<file path="src/rtl/fetch_decode_queue.sv">
// Fetch-to-decode instruction queue: in-order circular buffer with
// halt latch, synchronous flush, and a PC+2 companion on the head.
module fetch_decode_queue #(
  parameter int DEPTH = 4
) (
  input  logic                       clk,
  input  logic                       rst,
  input  logic                       flush,
  input  logic                       fetch_valid,
  input  logic [15:0]                fetch_instr,
  input  logic [15:0]                fetch_pc,
  output logic                       fetch_ready,
  output logic                       dec_valid,
  output logic [15:0]                dec_instr,
  output logic [15:0]                dec_pc,
  output logic [15:0]                dec_pc_plus2,
  input  logic                       dec_ready,
  output logic                       halted,
  output logic [$clog2(DEPTH+1)-1:0] count
);

  localparam int AW = $clog2(DEPTH);
  localparam int CW = $clog2(DEPTH+1);

  localparam logic [15:0] NOP  = 16'h0800;
  localparam logic [15:0] HALT = 16'h0000;

  typedef struct packed {
    logic [15:0] instr;
    logic [15:0] pc;
  } entry_t;

  typedef enum logic {
    OPEN,
    CLOSED
  } state_t;

  entry_t        mem [DEPTH];
  logic [AW-1:0] wr_ptr;
  logic [AW-1:0] rd_ptr;
  logic [CW-1:0] cnt;
  state_t        state;
  state_t        state_n;

  logic full;
  logic empty;
  logic enq;
  logic deq;
  logic halt_in;

  assign full    = (cnt == CW'(DEPTH));
  assign empty   = (cnt == '0);
  assign halted  = (state == CLOSED);
  assign halt_in = (fetch_instr == HALT);

  assign fetch_ready = !full && !halted;
  assign dec_valid   = !empty;

  // Flush discards any handshake in the same cycle.
  assign enq = fetch_valid && fetch_ready && !flush;
  assign deq = dec_valid && dec_ready && !flush;

  assign count = cnt;

  always_comb begin
    state_n = state;
    unique case (state)
      OPEN:    if (enq && halt_in) state_n = CLOSED;
      CLOSED:  state_n = CLOSED;
      default: state_n = OPEN;
    endcase
    if (flush) state_n = OPEN;
  end

  always_ff @(posedge clk or negedge rst) begin
    if (!rst) state <= OPEN;
    else      state <= state_n;
  end

  always_ff @(posedge clk or negedge rst) begin
    if (!rst) begin
      wr_ptr <= '0;
      rd_ptr <= '0;
    end else if (flush) begin
      wr_ptr <= '0;
      rd_ptr <= '0;
    end else begin
      if (enq) wr_ptr <= wr_ptr + AW'(1);
      if (deq) rd_ptr <= rd_ptr + AW'(1);
    end
  end

  always_ff @(posedge clk or negedge rst) begin
    if (!rst) begin
      cnt <= '0;
    end else if (flush) begin
      cnt <= '0;
    end else begin
      unique case ({enq, deq})
        2'b10:   cnt <= cnt + CW'(1);
        2'b01:   cnt <= cnt - CW'(1);
        default: cnt <= cnt;
      endcase
    end
  end

  // Storage is intentionally left unreset.
  always_ff @(posedge clk) begin
    if (enq) mem[wr_ptr] <= '{instr: fetch_instr, pc: fetch_pc};
  end

  entry_t head;
  assign head = mem[rd_ptr];

  always_comb begin
    dec_instr = NOP;
    dec_pc    = 16'h0000;
    if (dec_valid) begin
      dec_instr = head.instr;
      dec_pc    = head.pc;
    end
  end

  assign dec_pc_plus2 = dec_pc + 16'd2;

endmodule
</file>
<file path="config.mk">
export PLATFORM = sky130hd
export DESIGN_NAME = fetch_decode_queue
export DESIGN_NICKNAME = d
export VERILOG_FILES = /design/src/rtl/fetch_decode_queue.sv
export SDC_FILE = /design/constraint.sdc
export NUM_CORES = 1
export LEC_CHECK = 0
export ABC_CLOCK_PERIOD_IN_PS = 2400
export CORE_MARGIN = 2
export CORE_UTILIZATION = 49
export DETAILED_ROUTE_END_ITERATION = 12
export PLACE_DENSITY = 0.79
export SLEW_MARGIN = 10
export SYNTH_ARGS = -nofsm -noshare
export SYNTH_HDL_FRONTEND = slang
export SYNTH_SLANG_ARGS = --single-unit
</file>
<file path="constraint.sdc">
create_clock -name clk -period 2.4 [get_ports clk]
set_input_delay 0.36 -clock clk [delete_from_list [all_inputs] [get_ports clk]]
set_output_delay 0.36 -clock clk [all_outputs]
set_load 0.03 [all_outputs]
</file>
==> impl_results.md, run 1 <==
* Post-synth EDFFs at between 100 and 150
* Final Hold Viols at 0
* Drt via density at 5.55
* Largest net degree at the start of global routing at 25
* Asr flop ratio synth at 0.0588
* Cell internal pwr at 6920 µW
* Std-Cell Rows at 40
* Root Buffer: clkbuf_16
* Status: complete, but fails checks
* Setup TNS at -12.87 ns
* Data arrival at the endpoint of the critical path at 2.74 ns
* Clk_skew at 0.00339 ns
* Worst-Skew Late Latency at 0.41 ns
* Clock power share at 0.223
* Fraction of layout cells with a size suffix above 1 at 0.471
* Die area at 13200 µm²
* Area growth syn-to-layout at 43.5%
* Max Clk Rate at 0.322 GHz
* Antenna diodes at 0
* DR vias at between 3000 and 4000
* Netlist cell types at between 50 and 60
* GRT overflow at 0
* Mean Syn Cell Area at 17.2 µm²
* Synth area leader: edfxtp_1
* CTS max path bufs at 2
* Core Box Area at 12000 µm²
* CTS tree: built
* Port-buffer cells at 90
* Worst hold-check slack at 0.230 ns
* #FFs+latches synth at 136
* Initial antenna violation count at 0
* Post-synth top area share at 0.638
* 1st-pass router iterations at 4
* Initial Util at 0.502
* Worst R2R Start: count[1]
* Total Nets Final at 571
* Reg2Reg Depth at 9
* Worst path required time at around 2.0 ns
* Post-synthesis sequential area ratio at 0.671
* Die span in x at ~110 µm
* Slew Viols, Final at 0
* Power Dens Cells at 1260 nW/µm²
* Logic gate share of total power at 0.514
* Hold WC Path Type: in2async
* Ys flop type: edfxtp_1
* CTS sink count at roughly 140
* Max-Cap Viols at 0
* Synth warnings at 0
* Mapped Nets at 394
* Gate Count Post-Synth at 351
* Final setup viols at 41
* Startpoint types: flop
* Final worst setup slack at -0.701 ns
* CTS Buf Count at 17
* CTS clk-pin slew, worst paths at 0.06 ns
* Reg-to-reg endpoint: count[2]
* Syn Std Cell Area at 6030 µm²
* Post-route ant nets at 0
* R2R setup slack at 0.20 ns
* Slew HR at 0.737
* Vias in the first global route at just under 4000
* Die height at between 100 and 150 µm
* Psw at ~4000 µW
* H-tree Lvls at 4
* Fill cells at 715
* Crit path kind: reg2out
* Maximum vdd drop at 725 µV
* Switching Fraction at 0.364
* Sequential Power Share at 0.263
* Top cells by area, synth: edfxtp_1 (64%), mux4_2 (11%), and2_1 (3.6%), dfrtp_1 (3.3%), nand2_1 (1.6%)
* Worst Max-Slew Pin Slew at approximately 0.4 ns
* Final HPWL DP at a little under 9000 µm
* Routability cong. at roughly 0.80
* Unrepaired setup endpoints after global routing: true
* Avg WL per Cell at 20.0 µm
* Failing checks: negative setup slack
* Static leakage at 0.00322 µW
* First-pass GRT wire length at 20900 µm
* Ports at 91
* Cts hold-fix bufs at 0
* Drt drc at 0
* Critical Path Fanout Max at 5
* Initial DRC count at 227
* CP Capture Type: primary output
* GR Util All Layers at 0.215
* Final worst path period share at 1.29
* Overall routed net length at between 10000 and 15000 µm
* Period minus WS final at 3.10 ns
-- placed cells by master, fill, tap and decap left out, types with 10 or more instances in the layout --
cell             count
mux4_2              32
buf_4               82
buf_6               29
and2_4              21
and2_1              10
clkdlybuf4s50_1     41
edfxtp_1           128
clkbuf_16           18
nor2_1              12
nand2_1             23
buf_12              10
-- cells by family (layout without fill, tap and decap cells) --
logic type | Yosys count | in the layout | synth area share
flip-flops | 136 | 136 | 0.671
AND/OR/NAND/NOR | 108 | 108 | 0.106
multiplexers | 42 | 42 | 0.141
buffers and inverters | 25 | 215 | 0.0235
AO/OA/AOI/OAI | 19 | 19 | 0.0228
XOR/XNOR | 15 | 15 | 0.0218
adder cells (fa/ha/maj) | 6 | 6 | 0.0137
-- worst max path at each step --
stage / start / slack (ns) / end / cells past startpoint
floorplan: count[1] / -0.44 / dec_pc_plus2[13] / 11
detailed placement: rd_ptr[0] / -0.65 / dec_pc_plus2[15] / 9
CTS: rd_ptr[0] / -0.70 / dec_pc_plus2[13] / 11
global route: rd_ptr[0] / -0.77 / dec_pc_plus2[9] / 11
finish: rd_ptr[0] / -0.70 / dec_pc_plus2[8] / 8
global placement: rd_ptr[0] / -0.60 / dec_pc_plus2[15] / 9
-- power groups by stage --
stage          sequential (µW)  clock (µW)  combinational, µW
3_3_place_gp              2890           0               4690
6_report                  2860        2430               5590
3_5_place_dp              2900           0               4760
2_1_floorplan             2940           0               3040
4_1_cts                   2860        2460               4700
5_1_grt                   2880        2550               5890
-- stage by stage --
step           worst slack (ns)  area, µm²  cells  total power, µW  utilization
2_1_floorplan            -0.437       6230    351             5980            -
3_3_place_gp             -0.599       7630    629             7580        0.635
3_5_place_dp             -0.651       7630    629             7660        0.635
4_1_cts                  -0.698       8240    664            10000        0.686
5_1_grt                  -0.772       8650    688            11300        0.720
6_report                 -0.701       8650    688            10900        0.720
-- timing repair --
item / in CTS / in global routing
endpoints found under the hold margin: 0 / 0
cloned: 0 / 1
buffers inserted: 3 / 24
endpoints found under the setup margin: 43 / 45
pin swaps: 3 / 9
gates resized for setup: 50 / 177
-- final cells by class --
| cell class | count | area, µm² | share of cell area |
|---|---|---|---|
| sequential | 136 | 4050 | 0.468 |
| timing repair buffer | 174 | 1710 | 0.197 |
| inverter | 9 | 46.3 | 0.00535 |
| clock inverter | 13 | 123 | 0.0142 |
| multi-input combinational | 190 | 2110 | 0.244 |
| tap | 147 | 184 | 0.0213 |
| clock buffer | 19 | 433 | 0.0501 |
-- layer usage --
layer | track usage | vias up | share of wire
li1 | - | 1719 | -
met1 | 0.266 | 1945 | 0.40
met2 | 0.376 | 127 | 0.53
met3 | 0.0496 | 25 | 0.054
met4 | 0.0715 | 0 | 0.018
met5 | 0 | - | 0
-- flip-flops by register name, indices dropped and copies added, names as in the netlist --
register / flops
mem: 128
count: 3
rd_ptr: 2
wr_ptr: 2
halted: 1
-- synth_stat cells (all sizes together) (5+ instances only) --
cell / instances
and2: 35
buf: 10
clkbuf: 6
dfrtp: 8
edfxtp: 128
ha: 5
inv: 9
mux2i: 7
mux4: 33
nand2: 26
nand3: 9
nor2: 13
nor4: 5
o21ai: 5
xnor2: 10
xor2: 5
-- critical path, cell delays in order (launching register included) --
cell and delay [ns]:
dfrtp_2 0.44, buf_4 0.15, buf_12 0.14, inv_8 0.06, mux4_2 0.53, or4_4 0.60, buf_12 0.16, xnor2_4 0.12
buf_6 0.14
Power figures use the tool's default switching activity.
==> run 2, diff against run 1 <==
ABC_CLOCK_PERIOD_IN_PS = 3750   (was 2400)
CORE_UTILIZATION = 55   (was 49)
PLACE_DENSITY = 0.84   (was 0.79)
clock period = 3.75 ns   (was 2.4 ns; I/O delays follow)
==> run 2 against run 1 <==
The run now ends clean. Non-clock buffer count shrank 72. Critical endpoint is now dec_pc_plus2[13]. Critical path depth is 1 higher. Die area shrank 11%. Largest power group unchanged. Via count is 7.6% lower.
==> impl_results.md, run 2 (synthesis results as in run 1) <==
* Status: completed
* First-pass GRT wire length at 19400 µm
* Maximum vdd drop at 559 µV
* Core Box Area at 10700 µm²
* Delay-heaviest family, CP: simple AND/OR/NAND/NOR gates
* Clk_skew at between 0.007 and 0.008 ns
* 1st-pass router iterations at 4
* GRT overflow at 0
* Clock power share at 0.257
* CTS sink count at ~140
* DR vias at around 3500
* Cell Chain, Critical Path: mux4_2 -> and2_1 -> ha_1 -> nor2b_1 -> o2bb2ai_1 -> nor4b_4 -> o2111ai_1 -> xnor2_2 -> buf_4
* Worst-Skew Late Latency at between 0.5 and 0.6 ns
* Static leakage at 0.00262 µW
* CP Capture Type: primary output
* Die span in x at 109 µm
* Final setup viols at 0
* Tot Pwr at 6070 µW
* Area growth syn-to-layout at 27.1%
* Critical path's slowest cell: dfrtp_2
* CTS clk-pin slew, worst paths at 0.06 ns
* GR Util All Layers at 0.229
* Port-buffer cells at 90
* Setup TNS at 0 ns
* Ports at 91
* Data arrival at the endpoint of the critical path at approximately 3.0 ns
* Max-Cap Viols at 0
* Final worst path period share at 0.955
* Delay of the slowest cell on the worst path at around 0.43 ns
* Critical Path Fanout Max at 3
* Slew HR at 0.689
* CTS tree: built
* CP bufs+invs at 1
* Initial DRC count at between 300 and 400
* Final Hold Viols at 0
* Final HPWL DP at 8010 µm
* Slew Viols, Final at 0
* Die height at 109 µm
* Initial Util at 0.561
* Root Buffer: clkbuf_8
* Initial antenna violation count at 0
* Psw at 2230 µW
* Power Dens Cells at slightly below 800 nW/µm²
* Antenna diodes at 0
* Fill cells at 715
* CTS max path bufs at 2
* Fraction of layout cells with a size suffix above 1 at 0.215
* Max Clk Rate at approximately 0.28 GHz
* Logic gate share of total power at 0.438
* Cell internal pwr at roughly 3800 µW
* Post-route ant nets at 0
* Die area at 11800 µm²
* Avg WL per Cell at 20.5 µm
* CTS Buf Count at 17
* Fin area at 7660 µm²
* Most common cell after layout, fill and taps aside: edfxtp_1
* Total Nets Final at 499
* Placed Area at just over 7000 µm²
* Routability cong. at 0.827
* H-tree Lvls at 4
* Crit path kind: reg2out
* Std-Cell Rows at 38
* Vias in the first global route at 3645
* Switching Fraction at 0.367
* Largest reg by FF count: mem
* Number of flip-flops in the largest register at 128
* Unrepaired setup endpoints after global routing: false
* Overall routed net length at 12500 µm
* Hold WC Path Type: in2async
* Drt via density at 5.79
* Worst Max-Slew Pin Slew at around 0.46 ns
* Sequential Power Share at 0.304
* Worst path required time at 3.19 ns
* Largest net degree at the start of global routing at 31
* Drt drc at 0
* Leading cell types in the layout, fill and taps excluded: edfxtp_1 (128), clkdlybuf4s50_1 (80), and2_1 (35), mux4_2 (32), nand2_1 (26)
* Startpoint types: flop
* Period minus WS final at about 3.6 ns
## run 2: cell types whose count changed in the layout (fill, tap and decap cells not counted), moves of 4 or more
| cell | delta |
|---|---|
| buf_12 | -10 |
| and2_4 | -21 |
| buf_6 | -27 |
| buf_4 | -69 |
| and2_1 | +25 |
| clkdlybuf4s50_1 | +39 |
| and2_2 | -4 |
## run 2: worst paths after layout
check / slack [ns] / end / cells past startpoint / from
setup / recovery: 0.17 / dec_pc_plus2[13] / 9 / rd_ptr[0]
hold / removal: 0.34 / count[1] / 1 / rst
setup reg to reg: 1.29 / count[2] / 9 / count[2]
hold reg to reg: 0.56 / halted / 1 / halted
max in group asynchronous: 3.11 / rd_ptr[0] / 1 / rst
min in group clk: 0.56 / halted / 1 / halted
## run 2: layer usage
metal | GRT usage | wire, µm
met5 | 0 | 0
met4 | 0.0760 | 138
met3 | 0.0526 | 720
met2 | 0.376 | 6340
met1 | 0.307 | 5290
## run 2: cell type report
cell class | count | area [µm²] | share of cell area
multi-input cells | 190 | 1860 | 0.242
flip-flops and latches | 136 | 4050 | 0.529
clock buffers | 18 | 418 | 0.0545
repair buffers | 102 | 978 | 0.128
well taps | 140 | 175 | 0.0229
clock inverters | 14 | 148 | 0.0193
inverters | 9 | 36.3 | 0.00474
## run 2: power groups by stage
stage / clock, µW / sequential (µW) / combinational, µW
6_report: 1560 / 1850 / 2660
5_1_grt: 1650 / 1860 / 2830
4_1_cts: 1580 / 1850 / 2680
3_5_place_dp: 0 / 1870 / 2680
3_3_place_gp: 0 / 1860 / 2650
2_1_floorplan: 0 / 1880 / 1730
## run 2: repair_timing
action                     4_1_cts  5_1_grt
gates resized for setup          9        4
setup endpoints to repair        8        3
setup buffers                    0        1
hold buffers                     0        0
pin swaps                        0        1
## run 2: per-stage QoR
| step | hold slack [ns] | setup slack, ns | util | std cells |
|---|---|---|---|---|
| 6_report | 0.340 | 0.169 | 0.713 | 609 |
| 5_1_grt | 0.341 | 0.0319 | 0.713 | 609 |
| 4_1_cts | 0.333 | 0.000412 | 0.713 | 608 |
| 3_5_place_dp | 0.551 | 0.307 | 0.661 | 576 |
| 3_3_place_gp | 0.550 | 0.370 | 0.661 | 576 |
| 2_1_floorplan | 0.267 | 0.00460 | - | 351 |
## run 2: worst reg2reg max path, cell delays in order (launching register included)
cell and delay [ns]:
dfrtp_2 0.45, nor3_4 0.25, inv_2 0.08, buf_4 0.21
nand2_1 0.20, nor3b_1 0.09, fa_1 0.47, nor3b_1 0.28
a211oi_1 0.09, a211oi_1 0.24
